==> config.mk <==
export PLATFORM = sky130hd
export DESIGN_NAME = row_demux
export DESIGN_NICKNAME = d
export VERILOG_FILES = /design/src/rtl/row_demux.sv
export SDC_FILE = /design/constraint.sdc
export NUM_CORES = 1
export LEC_CHECK = 0
export CAP_MARGIN = 15
export CORE_MARGIN = 2
export CORE_UTILIZATION = 30
export CTS_BUF_LIST = sky130_fd_sc_hd__clkbuf_16
export CTS_CLUSTER_DIAMETER = 80
export DETAILED_ROUTE_END_ITERATION = 8
export PLACE_DENSITY = 0.67
export REMOVE_ABC_BUFFERS = 1
export SLEW_MARGIN = 0
export SYNTH_ARGS = -nofsm -noshare
export SYNTH_HDL_FRONTEND = slang
export SYNTH_SLANG_ARGS = --single-unit
==> constraint.sdc <==
create_clock -name clk -period 2.3 [get_ports clk]
set_input_delay 0.345 -clock clk [delete_from_list [all_inputs] [get_ports clk]]
set_output_delay 0.345 -clock clk [all_outputs]
set_load 0.05 [all_outputs]
==> src/rtl/row_demux.sv <==
// Row demultiplexer: steers each accepted input row to the next bank in round-robin order.
// Optional ROW_DEMUX_CNT_EN adds a saturating rows_written counter output.
module row_demux #(
    parameter int DW   = 1,
    parameter int POY  = 3,
    parameter int BUFW = 32
) (
    input  logic                                clk,
    input  logic                                rst,
    input  logic                                start,
    input  logic [15:0]                         cfg_rows,
    input  logic                                in_valid,
    output logic                                in_ready,
    input  logic [BUFW-1:0][DW-1:0]             idata,
    output logic [POY-1:0][BUFW-1:0][DW-1:0]    odata,
    output logic [POY-1:0]                      owe,
    output logic [1:0]                          bank,
    output logic                                busy,
    output logic                                done
`ifdef ROW_DEMUX_CNT_EN
    ,
    output logic [15:0]                         rows_written
`endif
);

    typedef enum logic [1:0] {
        S_IDLE = 2'd0,
        S_RUN  = 2'd1,
        S_DONE = 2'd2
    } state_t;

    localparam logic [1:0] LAST_BANK = 2'(POY - 1);

    state_t      state_q;
    logic [15:0] rows_q;
    logic [15:0] rows_d;
    logic [1:0]  bank_q;
    logic [1:0]  bank_d;
    logic        done_q;
    logic        accept;

    logic [POY-1:0]                   owe_q;
    logic [POY-1:0][BUFW-1:0][DW-1:0] odata_q;

    assign accept = in_valid && (state_q == S_RUN);
    assign rows_d = rows_q - 16'd1;
    // With POY==1 LAST_BANK is 0, so the wrap keeps bank pinned at 0.
    assign bank_d = (bank_q == LAST_BANK) ? 2'd0 : bank_q + 2'd1;

    always_ff @(posedge clk) begin
        if (rst) begin
            state_q <= S_IDLE;
            rows_q  <= 16'd0;
            bank_q  <= 2'd0;
            done_q  <= 1'b0;
        end else begin
            done_q <= 1'b0;
            case (state_q)
                S_IDLE: begin
                    if (start) begin
                        bank_q <= 2'd0;
                        if (cfg_rows != 16'd0) begin
                            rows_q  <= cfg_rows;
                            state_q <= S_RUN;
                        end else begin
                            rows_q  <= 16'd0;
                            state_q <= S_DONE;
                            done_q  <= 1'b1;
                        end
                    end
                end
                S_RUN: begin
                    if (in_valid) begin
                        rows_q <= rows_d;
                        bank_q <= bank_d;
                        if (rows_q == 16'd1) begin
                            state_q <= S_DONE;
                            done_q  <= 1'b1;
                        end
                    end
                end
                S_DONE: begin
                    state_q <= S_IDLE;
                end
                default: begin
                    state_q <= S_IDLE;
                end
            endcase
        end
    end

    // One register slice per bank; only the selected bank loads and strobes.
    generate
        for (genvar gi = 0; gi < POY; gi++) begin : g_bank
            logic sel;
            assign sel = accept && (bank_q == 2'(gi));

            always_ff @(posedge clk) begin
                if (rst) begin
                    owe_q[gi]   <= 1'b0;
                    odata_q[gi] <= '0;
                end else begin
                    owe_q[gi] <= sel;
                    if (sel) begin
                        odata_q[gi] <= idata;
                    end
                end
            end
        end
    endgenerate

    assign odata    = odata_q;
    assign owe      = owe_q;
    assign bank     = bank_q;
    assign done     = done_q;
    assign busy     = (state_q != S_IDLE);
    assign in_ready = (state_q == S_RUN);

`ifdef ROW_DEMUX_CNT_EN
    logic [15:0] cnt_q;

    always_ff @(posedge clk) begin
        if (rst) begin
            cnt_q <= 16'd0;
        end else if (start && (state_q == S_IDLE)) begin
            cnt_q <= 16'd0;
        end else if (accept && (cnt_q != 16'hFFFF)) begin
            cnt_q <= cnt_q + 16'd1;
        end
    end

    assign rows_written = cnt_q;
`endif

endmodule
==> results.json <==
{
  "whs_path_depth": 2,
  "max_clock_freq_ghz": 0.461,
  "nets": 808,
  "grt_antenna_before_repair": 0,
  "placed_area_um2": 6590,
  "wl_um": 14700,
  "num_vias": 4706,
  "path_max_fanout": 8,
  "cts_setup_buffers": 0,
  "multi_input_area_um2": 2130,
  "yosys_warnings": 0,
  "core-area_um2": 15300,
  "hold_viol": 0,
  "place_congestion": 0.924,
  "slew_headroom": 0.587,
  "yosysTopAreaCell": "dfxtp_1",
  "worstHoldPathType": "primary input to flip-flop",
  "drt_iter0_markers": 278,
  "cts_max_path_buffers": 2,
  "crit_buf_inv": 1,
  "firstDrtPassIters": 5,
  "cp.required_ns": 1.96,
  "design_area_um2": 7150,
  "synth-xor-area-share": 0,
  "diodes": 0,
  "cts.sinks": 120,
  "final.setup.worst_slack_ns": 0.130,
  "tritoncts.num_buffers": 17,
  "ys_ff_latch": 120,
  "post-dp-hpwl_um": 9780,
  "p_per_area_nw_per_um2": 764,
  "clockRootBuffer": "clkbuf_16",
  "fin_crit_ns": 2.17,
  "drv_slew": 0,
  "worstMarginPinSlew_ns": 0.615,
  "clkSlewWorstSetupHoldPaths_ns": 0.05,
  "syn_area_um2": 4740,
  "fill_cells": 1539,
  "seqCellArea_um2": 2400,
  "drive_gt1_frac": 0.0745,
  "grt_max_degree": 73,
  "synth-compound-area-share": 0.178,
  "synth_edf_count": 0,
  "die_area_um2": 16800,
  "leakagePower_nw": 2.45,
  "die_h_um": 130,
  "viasPerCell": 4.82,
  "row_count": 45,
  "cpPeakStageDelay_ns": 0.88,
  "fin_worst_skew_ns": 0.00559,
  "status": "complete, no violations",
  "grt_pass1_vias": 4202,
  "overflow": 0,
  "rsz0062_at_grt": "no",
  "r2r_cells": 6,
  "synth_top_cells_by_area": "dfxtp_1 (51%), nand2_1 (16%), a21oi_1 (12%)",
  "crit_chain": "clkdlybuf4s50_1",
  "path_depth": 1,
  "initial_core_util": 0.310,
  "worstSetupStartpointType": "flip-flop",
  "path_delay_family": "buffers and inverters",
  "avgSynthCellArea_um2": 7.85,
  "synth_ff_type": "dfxtp_1",
  "io_pins": 156,
  "clock_latency_ns": 0.41,
  "track_usage": 0.174,
  "detail_route.wl_per_cell_um": 15.1,
  "synth_commonest_cells": "nand2_1 (202), dfxtp_1 (120), a21oi_1 (113), clkbuf_1 (35), nor2_1 (16)",
  "crit_type": "flip-flop to primary output",
  "syn-instance-count": 604,
  "io_buffer_count": 155,
  "postRouteAntennaNets": 0,
  "post-route-drc-count": 0,
  "ys_seq_area_frac": 0.507,
  "slowest_stage": "clkdlybuf4s50_1",
  "cts-htree-levels": 4,
  "ys_async_sr_fraction": 0,
  "die_w_um": 130,
  "synth_top_family_by_area": "simple AND/OR/NAND/NOR gates",
  "synth-simple-area-share": 0.257,
  "end_kind": "primary output",
  "irDropWorstVdd_mv": 0.487,
  "place_ws_ns": 0.245,
  "areaGrowthSynthToFinish_pct": 50.9,
  "ys_types": 53,
  "synthAdderAreaFrac": 0.00528,
  "finalCritPeriodShare": 0.943,
  "setup_viol": 0,
  "setup_tns_ns": 0,
  "grt_first_pass_wirelength_um": 22600,
  "synth.most_common_cell": "nand2_1",
  "crit_arrival_ns": 1.82,
  "maxCapViolations": 0,
  "synthMuxAreaShare": 0.00686,
  "synth_top_area_frac": 0.507,
  "cts_tree": "done"
}
-- repair_timing --
item | in CTS | in global routing
endpoints found under the setup margin | 0 | 1
gates resized for setup | 0 | 1
hold buffers | 0 | 0
-- worst paths after layout --
kind / startpoint / to / slack, ns
worst min register to register: odata[14]$_SDFFE_PP0P_ / odata[14]$_SDFFE_PP0P_ / 0.45
worst min-delay path: rst / rows_q[4]$_SDFFE_PP0P_ / 0.41
worst max register to register: rows_q[0]$_SDFFE_PP0P_ / rows_q[12]$_SDFFE_PP0P_ / 0.45
worst max-delay path: bank[1]$_SDFFE_PP0P_ / bank[1] / 0.13
-- per-stage QoR --
| step | cells | util | total power, mW | hold WS [ns] |
|---|---|---|---|---|
| after floorplan | 560 | - | 2.61 | 0.414 |
| after global placement | 946 | 0.430 | 2.95 | 0.441 |
| after detailed placement | 946 | 0.430 | 2.95 | 0.445 |
| after CTS | 976 | 0.467 | 5.53 | 0.399 |
| after global routing | 976 | 0.467 | 5.68 | 0.430 |
| final | 976 | 0.467 | 5.47 | 0.414 |
-- state kept, by name, summed over array words and instances, names as in the netlist --
name,flops
rows_q,16
state_q,2
odata,96
bank,2
done,1
owe,3
-- final cells by class --
type / count / share of cell area
flip-flops and latches: 120 / 0.336
inverters: 7 / 0.00367
well taps: 211 / 0.0369
clock inverters: 13 / 0.0196
clock buffers: 17 / 0.0595
multi-input cells: 433 / 0.298
repair buffers: 175 / 0.246
-- cells in the final DEF, fill, tap and decap left out, types with 4 or more instances in the layout --
| cell | count |
|---|---|
| clkinv_1 | 5 |
| buf_12 | 5 |
| dfxtp_1 | 120 |
| a21oi_1 | 113 |
| inv_1 | 8 |
| buf_4 | 17 |
| o21a_1 | 4 |
| nor4_1 | 9 |
| nor3_1 | 8 |
| o21ai_0 | 4 |
| o21ai_1 | 8 |
| nand2_1 | 202 |
| clkbuf_16 | 17 |
| nand4_1 | 4 |
| nor2_1 | 16 |
| clkdlybuf4s50_1 | 152 |
-- cells by family (layout without fill, tap and decap cells) --
group,Yosys count,in the layout
flops,120,120
simple gates,276,276
buf+inv,51,212
mux,3,3
compound gates,152,152
fa+ha+maj,2,2
-- report_power, final --
part	switching (mW)	internal [mW]
clock network	0.903	1.66
logic	0.419	0.289
registers	0.0567	2.14
total	1.38	4.09
-- per-layer routing --
metal  track usage  share of wire  vias to the layer above  routed length, um
met4        0.0715          0.020                        0                289
met5             0              0                        -                  0
li1              -              -                     2354                  -
met2         0.264           0.46                      145               6730
met1         0.235           0.46                     2186               6830
met3        0.0455          0.059                       21                870
(Power assumes the default switching activity.)
